`src/rtl/stage_sequencer.sv`:
```
// Multi-cycle stage sequencer: drives the stage-register clock enable, commit strobe, retire count and sticky error capture.
// Optional stall watchdog enabled by defining STAGE_SEQUENCER_STALL_TIMEOUT_EN.
module stage_sequencer #(
   parameter int STAGE_COUNT   = 4,
   parameter int INITIAL_DELAY = 0,
   parameter int STALL_SOURCES = 1,
   parameter int ERROR_SOURCES = 11,
   parameter int STALL_TIMEOUT = 255,
   localparam int SW = (STAGE_COUNT > 2) ? $clog2(STAGE_COUNT) : 1
) (
   input  logic                     clk,
   input  logic                     reset,
   input  logic [STALL_SOURCES-1:0] stall_request,
   input  logic [ERROR_SOURCES-1:0] error_in,
   input  logic                     step_mode,
   input  logic                     step_request,
   output logic                     advance,
   output logic [SW-1:0]            stage,
   output logic [STAGE_COUNT-1:0]   stage_onehot,
   output logic                     commit,
   output logic [31:0]              retired_count,
   output logic                     error,
   output logic [ERROR_SOURCES-1:0] error_cause,
   output logic [SW-1:0]            error_stage,
   output logic                     error_timeout
);

   typedef enum logic [1:0] {WARMUP, RUN, HALTED} state_t;

   localparam logic [SW-1:0] LAST_STAGE = SW'(STAGE_COUNT - 1);

   state_t      state, state_next;
   logic [31:0] warm_count;
   logic        step_credit;
   logic        stall_any;
   logic        error_any;
   logic        timeout_hit;

   assign stall_any    = |stall_request;
   assign error_any    = |error_in;
   assign commit       = advance && (stage == LAST_STAGE);
   assign stage_onehot = STAGE_COUNT'(1) << stage;

`ifdef STAGE_SEQUENCER_STALL_TIMEOUT_EN
   logic [31:0] stall_count;
   logic        watchdog_expired;

   assign watchdog_expired = stall_any && !error_any && (stall_count == 32'(STALL_TIMEOUT - 1));

   always_ff @(posedge clk or posedge reset) begin
      if (reset) begin
         stall_count   <= '0;
         error_timeout <= 1'b0;
      end else if (state == RUN) begin
         if (advance)
            stall_count <= '0;
         else if (stall_any && !error_any)
            stall_count <= stall_count + 32'd1;
         if (timeout_hit)
            error_timeout <= 1'b1;
      end
   end
`else
   logic        watchdog_expired;
   wire  [31:0] unused_stall_timeout = STALL_TIMEOUT;

   assign watchdog_expired = 1'b0;
   assign error_timeout    = 1'b0;
`endif

   // NOTE: every output of this block gets a default first, so no path leaves a latch behind.
   always_comb begin
      state_next  = state;
      advance     = 1'b0;
      timeout_hit = 1'b0;
      case (state)
         WARMUP: begin
            if (warm_count == 32'(INITIAL_DELAY))
               state_next = RUN;
         end
         RUN: begin
            // An error in this cycle suppresses the enable so the faulting stage never commits.
            if (error_any) begin
               state_next = HALTED;
            end else begin
               advance = !stall_any && (!step_mode || step_credit);
               if (watchdog_expired) begin
                  state_next  = HALTED;
                  timeout_hit = 1'b1;
               end
            end
         end
         HALTED: state_next = HALTED;
         default: state_next = WARMUP;
      endcase
   end

   // NOTE: state registers use non-blocking assignments so every flop samples pre-edge values.
   always_ff @(posedge clk or posedge reset) begin
      if (reset) begin
         state         <= WARMUP;
         warm_count    <= '0;
         stage         <= '0;
         retired_count <= '0;
         step_credit   <= 1'b0;
         error         <= 1'b0;
         error_cause   <= '0;
         error_stage   <= '0;
      end else begin
         state <= state_next;
         if (state == WARMUP && warm_count != 32'(INITIAL_DELAY))
            warm_count <= warm_count + 32'd1;
         if (advance)
            stage <= (stage == LAST_STAGE) ? '0 : stage + 1'b1;
         if (commit)
            retired_count <= retired_count + 32'd1;
         // Commit closes a granted step; a new grant is only taken while no credit is held.
         if (commit)
            step_credit <= 1'b0;
         else if (state == RUN && step_request && !step_credit)
            step_credit <= 1'b1;
         if ((state == RUN && error_any) || timeout_hit) begin
            error       <= 1'b1;
            error_cause <= error_in;
            error_stage <= stage;
         end
      end
   end

endmodule

```
`config.mk`:
```
export PLATFORM = sky130hd
export DESIGN_NAME = stage_sequencer
export DESIGN_NICKNAME = d
export VERILOG_FILES = /design/src/rtl/stage_sequencer.sv
export SDC_FILE = /design/constraint.sdc
export NUM_CORES = 1
export LEC_CHECK = 0
export CORE_MARGIN = 2
export CORE_UTILIZATION = 45
export DETAILED_ROUTE_END_ITERATION = 10
export PLACE_DENSITY = 0.7
export SLEW_MARGIN = 20
export SYNTH_ARGS = -nofsm -noshare
export SYNTH_HDL_FRONTEND = slang
export SYNTH_SLANG_ARGS = --single-unit
```
`constraint.sdc`:
```
create_clock -name clk -period 3.2 [get_ports clk]
set_input_delay 0.48 -clock clk [delete_from_list [all_inputs] [get_ports clk]]
set_output_delay 0.48 -clock clk [all_outputs]
set_load 0.03 [all_outputs]
```
# Word level (Yosys, flattened, before mapping)
# Cells that the tools add are included.
# W data, S select, Z words.
dict set report totals {
  regBits 83
  word_cells 41
  output_inout_bits 55
}
dict set report classes {
  n_mux 8
  reduce_logical 16
  shifts 1
  n_eq_ne 5
  addsub 3
}
# op count
set op_table {}
lappend op_table {{$add A32 B1 Y32 const B} 2}
lappend op_table {{$logic_not A32 Y1} 1}
lappend op_table {{$reduce_bool A32 Y1} 1}
lappend op_table {{$reduce_or A11 Y1} 1}
lappend op_table {{$logic_and A1 B1 Y1} 6}
lappend op_table {{$mux W2} 3}
lappend op_table {{$pmux W2 S3} 1}
lappend op_table {{$eq A2 B2 Y1 const B} 2}
lappend op_table {{$mux W1} 4}
lappend op_table {{$ne A2 B2 Y1 const B} 2}
lappend op_table {{$shl A1 B2 Y4 const A} 1}
lappend op_table {{$logic_not A1 Y1} 3}
lappend op_table {{$add A2 B1 Y2 const B} 1}
lappend op_table {{$eq A2 B1 Y1 const B} 1}
lappend op_table {{$logic_not A2 Y1} 1}
lappend op_table {{$reduce_and A2 Y1} 1}
lappend op_table {{$reduce_bool A2 Y1} 1}
lappend op_table {{$logic_or A1 B1 Y1} 1}

# Logic depth before layout (Yosys ltp)
# Gate-level depths: netlist of run 1.
dict set report depth {
  depth_word 7
  ltp_mapped 8
  mapped_depth_nobuf 7
}

# Least setup slack after synthesis of run 1
# No wires, ideal clock.
dict set report synth_timing {
  path_kind {register to register}
  from {register stage[1]}
  to {register retired_count[1]}
  path_slack_ps 923
  path_stages_with_launch 5
  setup_ps 125
  t_arrival_ps 2152
  period_less_slack_ps 2277
  cell_sequence {dfrtp_1 ha_1 inv_1 nor3_2 mux2_2}
}
dict set report synth_between {
  elab_chain_len 2
}
# item line
set synth_lines {}
lappend synth_lines {{start: declaration} 18} ;# output logic [SW-1:0] stage,
lappend synth_lines {{start signal: assignment} 114} ;# stage <= (stage == LAST_STAGE) ? '0 : stage + 1'b1;
lappend synth_lines {{$eq A2 B2 Y1} 41} ;# assign commit = advance && (stage == LAST_STAGE);
lappend synth_lines {{$logic_and A1 B1 Y1} 41}
lappend synth_lines {{net commit} 20} ;# output logic commit,
lappend synth_lines {{end signal: assignment} 116} ;# retired_count <= retired_count + 32'd1;
lappend synth_lines {{end: declaration} 21} ;# output logic [31:0] retired_count,
# The timed path passes the listed nets, and every way through them passes these cells.
# A chain may end at the register's enable or synchronous reset.

# Worst setup path in the final report of run 1
dict set report layout_timing {
  from {input error_in[6]}
  to {output advance}
}
dict set report layout_between {
  elab_chain_len 3
}
# item line
set layout_lines {}
lappend layout_lines {{start: declaration} 14} ;# input logic [ERROR_SOURCES-1:0] error_in,
lappend layout_lines {{$reduce_or A11 Y1} 40} ;# assign error_any = |error_in;
lappend layout_lines {{$mux W1} 83} ;# if (error_any) begin
lappend layout_lines {{$mux W1} 76} ;# case (state)
lappend layout_lines {{end: declaration} 17} ;# output logic advance,
# No other way between the ends.

==> summary by stage, run 1 <==
Global route
The initial antenna violation count is 0. The number of global-route vias before repair came to between 2000 and 3000. The global-route usage over all layers is roughly 17%. Summed over all layers, the global routing overflow is 0. The largest net degree at the start of global routing is 50.

The first-pass GRT wire length is approximately 13 mm.

Placement
The count of input and output buffers is 69. The routability congestion estimate from global placement is just under 0.8. Detailed placement ended at an HPWL of between 5 and 6 mm.

After detailed placement, the design holds a cell count of roughly 500.

Critical path
The number of cells on the worst reg-to-reg path is 5. The critical path depth in cells is 5. In this run the critical register-to-register path is launched from retired_count[3].

The most critical setup path has its startpoint at error_in[6]. The worst endpoint data arrival time is between 2 and 3 ns. The worst register-to-register path has a setup slack of 1.05 ns.

The worst setup path is of the in2out kind. The startpoint kind of the worst setup timing path is an input pin. The peak fanout along the critical path is 5. The required arrival time at the worst endpoint is between 2 and 3 ns. Broken down by cell family, the worst path's largest delay share belongs to buffers and inverters. On the worst path, the slowest cell contributes a delay of 0.73 ns. The critical-path cell with the highest stage delay is clkdlybuf4s50_1. The type of destination of the critical path is a primary output. The most numerous cell on the critical path is clkdlybuf4s50_1. The signal on the critical path passes through clkdlybuf4s50_1 -> nor3_1 -> nand4_2 -> nor2_1 -> clkdlybuf4s50_1. The endpoint of the most critical register-to-register path is retired_count[25]. Together, buffers and inverters on the worst path number 2.

Detailed routing
For this block, the routed nets add up to about 7.5 mm of wire. The number of antenna-violating nets in the routed design is 0. The detailed-route vias per instance is roughly 5.3. In the routed design, unresolved DRC markers number 0. The average wire per standard cell is 14.7 um. The violation count after the first detailed-routing iteration is roughly 160. The total vias in the final route is approximately 2700. The iteration count of the initial detailed-routing pass is 4.

Cells and area
The net count of the finished layout is between 400 and 500. The multi-input combinational cell area is 1700 um^2. The storage element area is about 2100 um^2. The number of filler instances in the final layout is 714. After the flow finishes, the layout carries non-filler instances totaling about 510. The share of layout cells above drive strength 1 is 12.8%. Compared with the post-synthesis result, the final layout area differs by 27.2%. The antenna diode count is 0.

Clock tree
After clock tree synthesis, the repair step resized 0 gates. The count of buffers added by post-CTS timing repair for setup is 0. The number of clock buffers added by TritonCTS is 9.

The hold buffer count at cts is 0. For the worst-skew pair, the clock arrives at the later sink with an insertion delay of between 0.3 and 0.4 ns. After clock tree synthesis, the clock-pin slew on the worst setup and hold paths is ~0.09 ns. The cell sitting at the root of the clock tree is a clkbuf_8.

TritonCTS built the clock tree. In this run the number of H-tree levels came out at 3. The maximum buffer depth of the clock tree is 2. Counting every sink on the clock net gives 83.

Synth
The post-synth net total is about 350. Synthesis produced a netlist whose cell count is between 300 and 400. The sequential fraction of the synthesis area is between 50% and 60%. The number of warning messages in the yosys log is 0. The synthesized netlist occupies a cell area of about 3900 um^2. In this run, synthesis produced a sequential element count of a little over 80.

The post-synthesis cell type count is 33. A synthesized cell averages 11.9 um^2.

Die
The number of placement rows is 33. The total die area is ~9300 um^2. The starting utilization of the core area is 46.7%. Measured along the y axis, the die boundary spans between 90 and 100 um. The number of ports placed on the die boundary is 71.

The placeable core area is about 8300 um^2. The horizontal extent of the die is around 97 um.

Timing
For the pin with the worst max-slew slack, the measured transition is 0.875 ns. On the final layout, the worst clock skew is between 0.01 and 0.015 ns. Dividing the final minimum period by the clock period gives ~96%. Subtracting the final worst setup slack from the clock period gives around 3 ns. The worst slew margin relative to its limit is between 40% and 50%. For this run, the top clock speed supported by timing is roughly 320 MHz. For the final routed database, the setup TNS stands at 0 ns. The number of hold violations in the final report is 0.

The count of endpoints failing setup in the final report is 0. Setup repair after global routing left no endpoint under its margin. The number of pins with negative max-slew slack in the final report is 0.

Min path
The path with the worst hold slack has its endpoint at retired_count[31]. The tightest min-delay check is of the reg2reg type. The worst hold path begins at retired_count[31]. Along the worst hold path, the cell count comes to 1.

Status
The flow ran to the end, and the final reports show no timing, DRC or antenna violations.

Power and ir drop
VDD sags by at most around 0.43 mV. The leakage power total is roughly 2.1 nW. The sum of internal, switching and leakage power is roughly 2.6 mW. In this run the power density over the cells is approximately 530 nW/um^2.

Flow run
The max-cap check violation count is 0.
==> per-layer routing <==
| metal | GRT usage (%) | routed length (um) | vias to the layer above | part of all wire [%] |
|---|---|---|---|---|
| li1 | - | - | 1298 | - |
| met1 | 22.7 | 3480 | 1306 | 46 |
| met2 | 25.7 | 3470 | 77 | 46 |
| met3 | 6.14 | 501 | 7 | 6.7 |
| met4 | 5.20 | 57 | 0 | 0.76 |
| met5 | 0 | 0 | - | 0 |
==> power by group <==
group,leakage (nW),total (mW),switching [mW],internal (mW)
Combinational,0.917,0.552,0.293,0.259
Sequential,1.10,1.19,0.0485,1.14
Clock,0.110,0.855,0.389,0.466
==> cell usage after synthesis <==
library cell  instances  share of area (%)
or2_2                 1               0.16
buf_2                 2               0.26
o21ai_0               3               0.39
nor3_1                4               0.52
conb_1                1              0.097
o21a_1                1               0.19
o22a_1                1               0.23
a21oi_1               1               0.13
nand4_2               1               0.32
a21o_1                1               0.19
nor4_4                3                1.7
inv_1                10               0.97
nor4b_1               1               0.23
xor2_1                7                1.6
ha_1                  9                2.9
dfrtp_1              83                 54
buf_6                 1               0.29
nand3_2               8                2.1
a31oi_1               1               0.16
and4_1               10                2.3
nand4_1              23                3.7
nand3_1              16                2.1
buf_1                 1              0.097
xnor2_1              55                 12
nor3_2                2               0.52
buf_4                 2               0.39
nand2_1              23                2.2
clkbuf_1              2               0.19
nor4_1                7                1.1
and3_1               21                3.4
mux2_2               15                4.4
nor2_1                6               0.58
and2_1                2               0.32
==> kinds of logic (layout without fill, tap and decap cells) <==
| family | Yosys count | after routing | synth area share, % |
|---|---|---|---|
| adder cells (fa/ha/maj) | 9 | 9 | 2.92 |
| XOR/XNOR | 62 | 62 | 14.1 |
| other | 1 | 1 | 0.0972 |
| buffers and inverters | 18 | 100 | 2.20 |
| multiplexers | 15 | 15 | 4.38 |
| AO/OA/AOI/OAI | 8 | 8 | 1.30 |
| AND/OR/NAND/NOR | 128 | 128 | 21.2 |
| flip-flops | 83 | 83 | 53.8 |
==> flip-flops by register name, indices dropped and copies added, names as in the netlist <==
name and flops:
step_credit 1, error 1, retired_count 32, error_stage 2, state 2, stage 2, warm_count 32, error_cause 11
==> metrics by stage <==
stage / setup WS, ns / hold WS [ns] / instance area [um^2] / utilization (%)
3_5_place_dp: 0.172 / 0.462 / 4680 / 56.7
2_1_floorplan: 0.583 / 0.447 / 3860 / -
5_1_grt: 0.0135 / 0.506 / 4910 / 59.5
3_3_place_gp: 0.238 / 0.461 / 4680 / 56.7
6_report: 0.119 / 0.474 / 4910 / 59.5
4_1_cts: 0.156 / 0.480 / 4910 / 59.5
==> worst max-delay path by stage <==
stage / endpoint / slack, ns
final: advance / 0.12
after CTS: advance / 0.16
after floorplan: error / 0.58
after global placement: advance / 0.24
after global routing: advance / 0.01
after detailed placement: advance / 0.17
==> worst register-to-register path, delay by kind of cell, from the launching register on <==
| kind | cells | cell delay [ns] |
|---|---|---|
| xor gates and xnor gates | 1 | 0.17 |
| DFF | 1 | 0.45 |
| and+or+nand+nor | 4 | 1.43 |
==> placed cells by master, fill, tap and decap left out, types with 2 or more instances in the layout <==
| cell type | synthesis | final |
|---|---|---|
| dfrtp_1 | 83 | 83 |
| clkdlybuf4s50_1 | 0 | 68 |
| xnor2_1 | 55 | 55 |
| nand2_1 | 23 | 23 |
| nand4_1 | 23 | 23 |
| and3_1 | 21 | 21 |
| nand3_1 | 16 | 16 |
| mux2_2 | 15 | 15 |
| and4_1 | 10 | 10 |
| clkbuf_8 | 0 | 10 |
| inv_1 | 10 | 9 |
| ha_1 | 9 | 9 |
| nand3_2 | 8 | 8 |
| nor4_1 | 7 | 7 |
| xor2_1 | 7 | 7 |
| nor2_1 | 6 | 6 |
| buf_4 | 2 | 5 |
| nor3_1 | 4 | 4 |
| nor4_4 | 3 | 3 |
| o21ai_0 | 3 | 3 |
| nor3_2 | 2 | 2 |
| and2_1 | 2 | 2 |
| bufinv_16 | 0 | 2 |
==> cell type report <==
type                    count  area share [%]
clock buffers              11            2.88
clock inverters             5            1.73
inverters                  10           0.790
multi-input cells         223            34.6
flip-flops and latches     83            42.3
well taps                 105            2.68
repair buffers             74            15.0
Power figures use the tool's default switching activity.
==> inputs of run 2 (changes only) <==
--- a/config.mk
+++ b/config.mk
@@ -8,8 +8,9 @@
 export CORE_MARGIN = 2
 export CORE_UTILIZATION = 45
 export DETAILED_ROUTE_END_ITERATION = 10
-export PLACE_DENSITY = 0.7
+export DONT_BUFFER_PORTS = 1
 export SLEW_MARGIN = 20
 export SYNTH_ARGS = -nofsm -noshare
 export SYNTH_HDL_FRONTEND = slang
 export SYNTH_SLANG_ARGS = --single-unit
+export TNS_END_PERCENT = 100
==> run 2 against run 1 <==
Against the previous run:
- wire length shrank 7.1%
- die area unchanged
- maximum frequency increased by 23%
- sequential power rose by 13%
- via count is 9.0% lower
- clock skew fell by 0.0044 ns
- core utilization fell by 8.9 points
- global-route usage is 1.1 points lower
- register-to-register slack got worse by 0.18 ns
- sequential share of layout area grew 7.5 points
- setup slack improved by 0.58 ns
==> summary by stage, run 2 (synthesis gave the netlist of run 1 again) <==
Timing
The number of hold violations in the final report was 0 (unchanged). RSZ-0062 raised after global routing: false (unchanged). The count of endpoints failing setup in the final report is 0 (unchanged). The final period demand of the worst path was 2.50 ns (was 3.08 ns). The slew at the pin closest to its max-slew limit is 0.819 ns (was 0.875 ns). The peak clock frequency supported by timing is 400 MHz (was 325 MHz). The number of pins with negative max-slew slack in the final report is 0 (unchanged). The summed negative setup slack over all endpoints is 0 ns (unchanged). The worst slew margin relative to its limit is 45.0% (was 41.6%). The smallest setup slack after layout is 0.699 ns (was 0.119 ns). The portion of the clock cycle consumed by the worst path in the final layout is 78.2% (was 96.3%). The final worst clock skew is 0.00968 ns (was 0.0141 ns).

Cells and area
The number of standard cells in the final layout excluding fillers is 442 (was 511). The post-route core utilization is 50.5% (was 59.5%). The post-layout net count is 358 (was 426).

The antenna diode count is 0 (unchanged). Largest registers in the final layout: retired_count x32, warm_count x32, error_cause x11 (unchanged). The share of layout cells above drive strength 1 is 15.1% (was 12.8%). The layout-stage area growth over the synthesis result is 8.10% (was 27.2%).

The most frequent standard cell in the layout excluding fill and tap cells is dfrtp_1 (unchanged). The final cell area excluding filler cells came to 4170 um^2 (was 4910 um^2). Commonest non-fill, non-tap cells in the layout: 83 x dfrtp_1, 55 x xnor2_1, 23 x nand2_1, 23 x nand4_1, 21 x and3_1 (was 83 x dfrtp_1, 68 x clkdlybuf4s50_1, 55 x xnor2_1, 23 x nand2_1, 23 x nand4_1).

Critical path
The peak fanout along the critical path is 5 (unchanged). The gate family responsible for the most delay along the worst path is flip-flops (was buffers and inverters). Critical Path, Cell by Cell: ha_1 -> inv_1 -> nor3_2 -> buf_4 (was clkdlybuf4s50_1 -> nor3_1 -> nand4_2 -> nor2_1 -> clkdlybuf4s50_1). The critical path depth in cells is 4 (was 5). The depth of the worst register-to-register path is 5 (unchanged). The endpoint of the most critical register-to-register path is retired_count[23] (was retired_count[25]). The type of destination of the critical path is a primary output (unchanged). The worst setup path endpoint was commit (was advance).

The count of buffer and inverter cells on the critical path was 2 (unchanged). The launching element of the worst setup path is stage[1] (was error_in[6]). The startpoint kind of the worst setup timing path is a flop (was input pin). The critical path class is reg2out (was in2out).

The critical-path cell with the highest stage delay is dfrtp_1 (was clkdlybuf4s50_1). The worst endpoint data arrival time came to 2.02 ns (was 2.60 ns). The required arrival time at the worst endpoint is 2.72 ns (about the same).

The launch instance of the worst register-to-register path is retired_count[3] (unchanged). The minimum setup slack among reg-to-reg paths is 0.87 ns (was 1.05 ns). The largest stage delay on the critical path is 0.59 ns (was 0.73 ns).

Power and ir drop
The portion of total power attributed to combinational logic is 10.0% (was 21.3%). The fraction of power spent switching nets is 29.2% (was 28.2%). The total power divided by cell area is 545 nW/um^2 (was 528 nW/um^2). The leakage power total is 1.85 nW (was 2.13 nW). The internal power contribution is 1.61 mW (was 1.86 mW).

The maximum ir drop on the vdd rail came to 0.461 mV (was 0.431 mV). The share of total power in sequential cells is 58.8% (was 45.7%). The fraction of power consumed by the clock network came to 31.1% (was 33.0%). The net switching power is 0.664 mW (was 0.731 mW).

Detailed routing
The detailed-route vias per instance came to 5.53 (was 5.26). The iteration count of the initial detailed-routing pass was 4 (unchanged). The violation count after the first detailed-routing iteration is 93 (was 159). The number of design rule violations left after detail routing came to 0 (unchanged). The total wire length after detailed routing was 6.98 mm (was 7.51 mm). The average wire per standard cell is 15.8 um (was 14.7 um). The total vias in the final route is 2445 (was 2688). The number of antenna-violating nets in the routed design is 0 (unchanged).

Die
The total die area is 9330 um^2 (unchanged). The placeable core area is 8260 um^2 (unchanged). The horizontal extent of the die is 96.6 um (unchanged). The starting utilization of the core area is 46.7% (unchanged). The number of ports placed on the die boundary came to 71 (unchanged). The number of placement rows was 33 (unchanged).

The die extent in y is 96.6 um (unchanged).

Flow run
The max-cap check violation count came to 0 (unchanged).

Clock tree
The number of H-tree levels is 3 (unchanged). The count of clock tree sinks was 83 (unchanged). The insertion delay to the later sink of the worst-skew pair is 0.34 ns (was 0.35 ns). The number of gates given a new drive strength after cts is 0 (unchanged).

The number of CTS-inserted buffers is 9 (unchanged). The CTS tree is yes (unchanged). The count of buffers added by post-CTS timing repair for setup is 0 (unchanged). The buffer cell driving the clock tree root is clkbuf_8 (unchanged). The hold buffer count at cts is 0 (unchanged).

The clock-pin slew of the registers on the worst-case setup and hold paths is 0.08 ns (was 0.09 ns). The maximum buffer depth of the clock tree is 2 (unchanged).

Placement
The post-place instance area is 3990 um^2 (was 4680 um^2). The number of cells in the design after placement came to 427 (was 495). The routability congestion estimate from global placement is 0.761 (was 0.772). The worst-case setup slack after placement is 0.842 ns (was 0.172 ns). The detailed placement HPWL is 4.99 mm (was 5.20 mm). The count of input and output buffers is 0 (was 69).

Global route
The largest net degree at the start of global routing came to 47 (was 50). The initial antenna violation count is 0 (unchanged). The first-pass GRT wire length is 12.2 mm (was 13.0 mm). The global-route usage over all layers is 15.8% (was 16.9%). The number of global-route vias before repair is 2470 (was 2659). The overflow left after global routing was 0 (unchanged).

Min path
The path type of the worst min-delay path is in2async (was reg2reg).

Status
Status: completed (unchanged).
-- run 2: cell type report --
cell class | instances | area (um^2)
timing repair buffer | 6 | 45.0
inverter | 10 | 38.8
clock buffer | 10 | 128
fill | 735 | 4090
sequential | 83 | 2080
tap | 105 | 131
clock inverter | 5 | 55.1
multi-input combinational | 223 | 1700
-- run 2: layer usage --
metal  wire, um  track usage (%)  up-vias
li1           -                -     1152
met1       3170             20.6     1222
met2       3220             24.6       69
met3        552             7.37        2
met4         30             2.93        0
met5          0                0        -
-- run 2: worst min path at each step --
stage | start | endpoint | slack, ns | depth (start not counted)
after floorplan | warm_count[31] | warm_count[31] | 0.45 | 1
after global placement | step_credit | step_credit | 0.48 | 2
after detailed placement | warm_count[31] | warm_count[31] | 0.48 | 1
after CTS | reset | retired_count[31] | 0.17 | 1
after global routing | reset | retired_count[27] | 0.20 | 1
final | reset | retired_count[31] | 0.15 | 1
-- run 2: power groups by stage --
stage               clock, mW  sequential [mW]  combinational [mW]
floorplan                   0             1.34               0.194
CTS                     0.736             1.34               0.234
detailed placement          0             1.36               0.234
finish                  0.709             1.34               0.228
global placement            0             1.36               0.226
global route            0.777             1.35               0.258
-- run 2: stage by stage --
step           hold WS, ns  power (mW)
3_3_place_gp         0.480        1.59
5_1_grt              0.198        2.39
2_1_floorplan        0.447        1.54
6_report             0.151        2.28
4_1_cts              0.167        2.31
3_5_place_dp         0.478        1.60
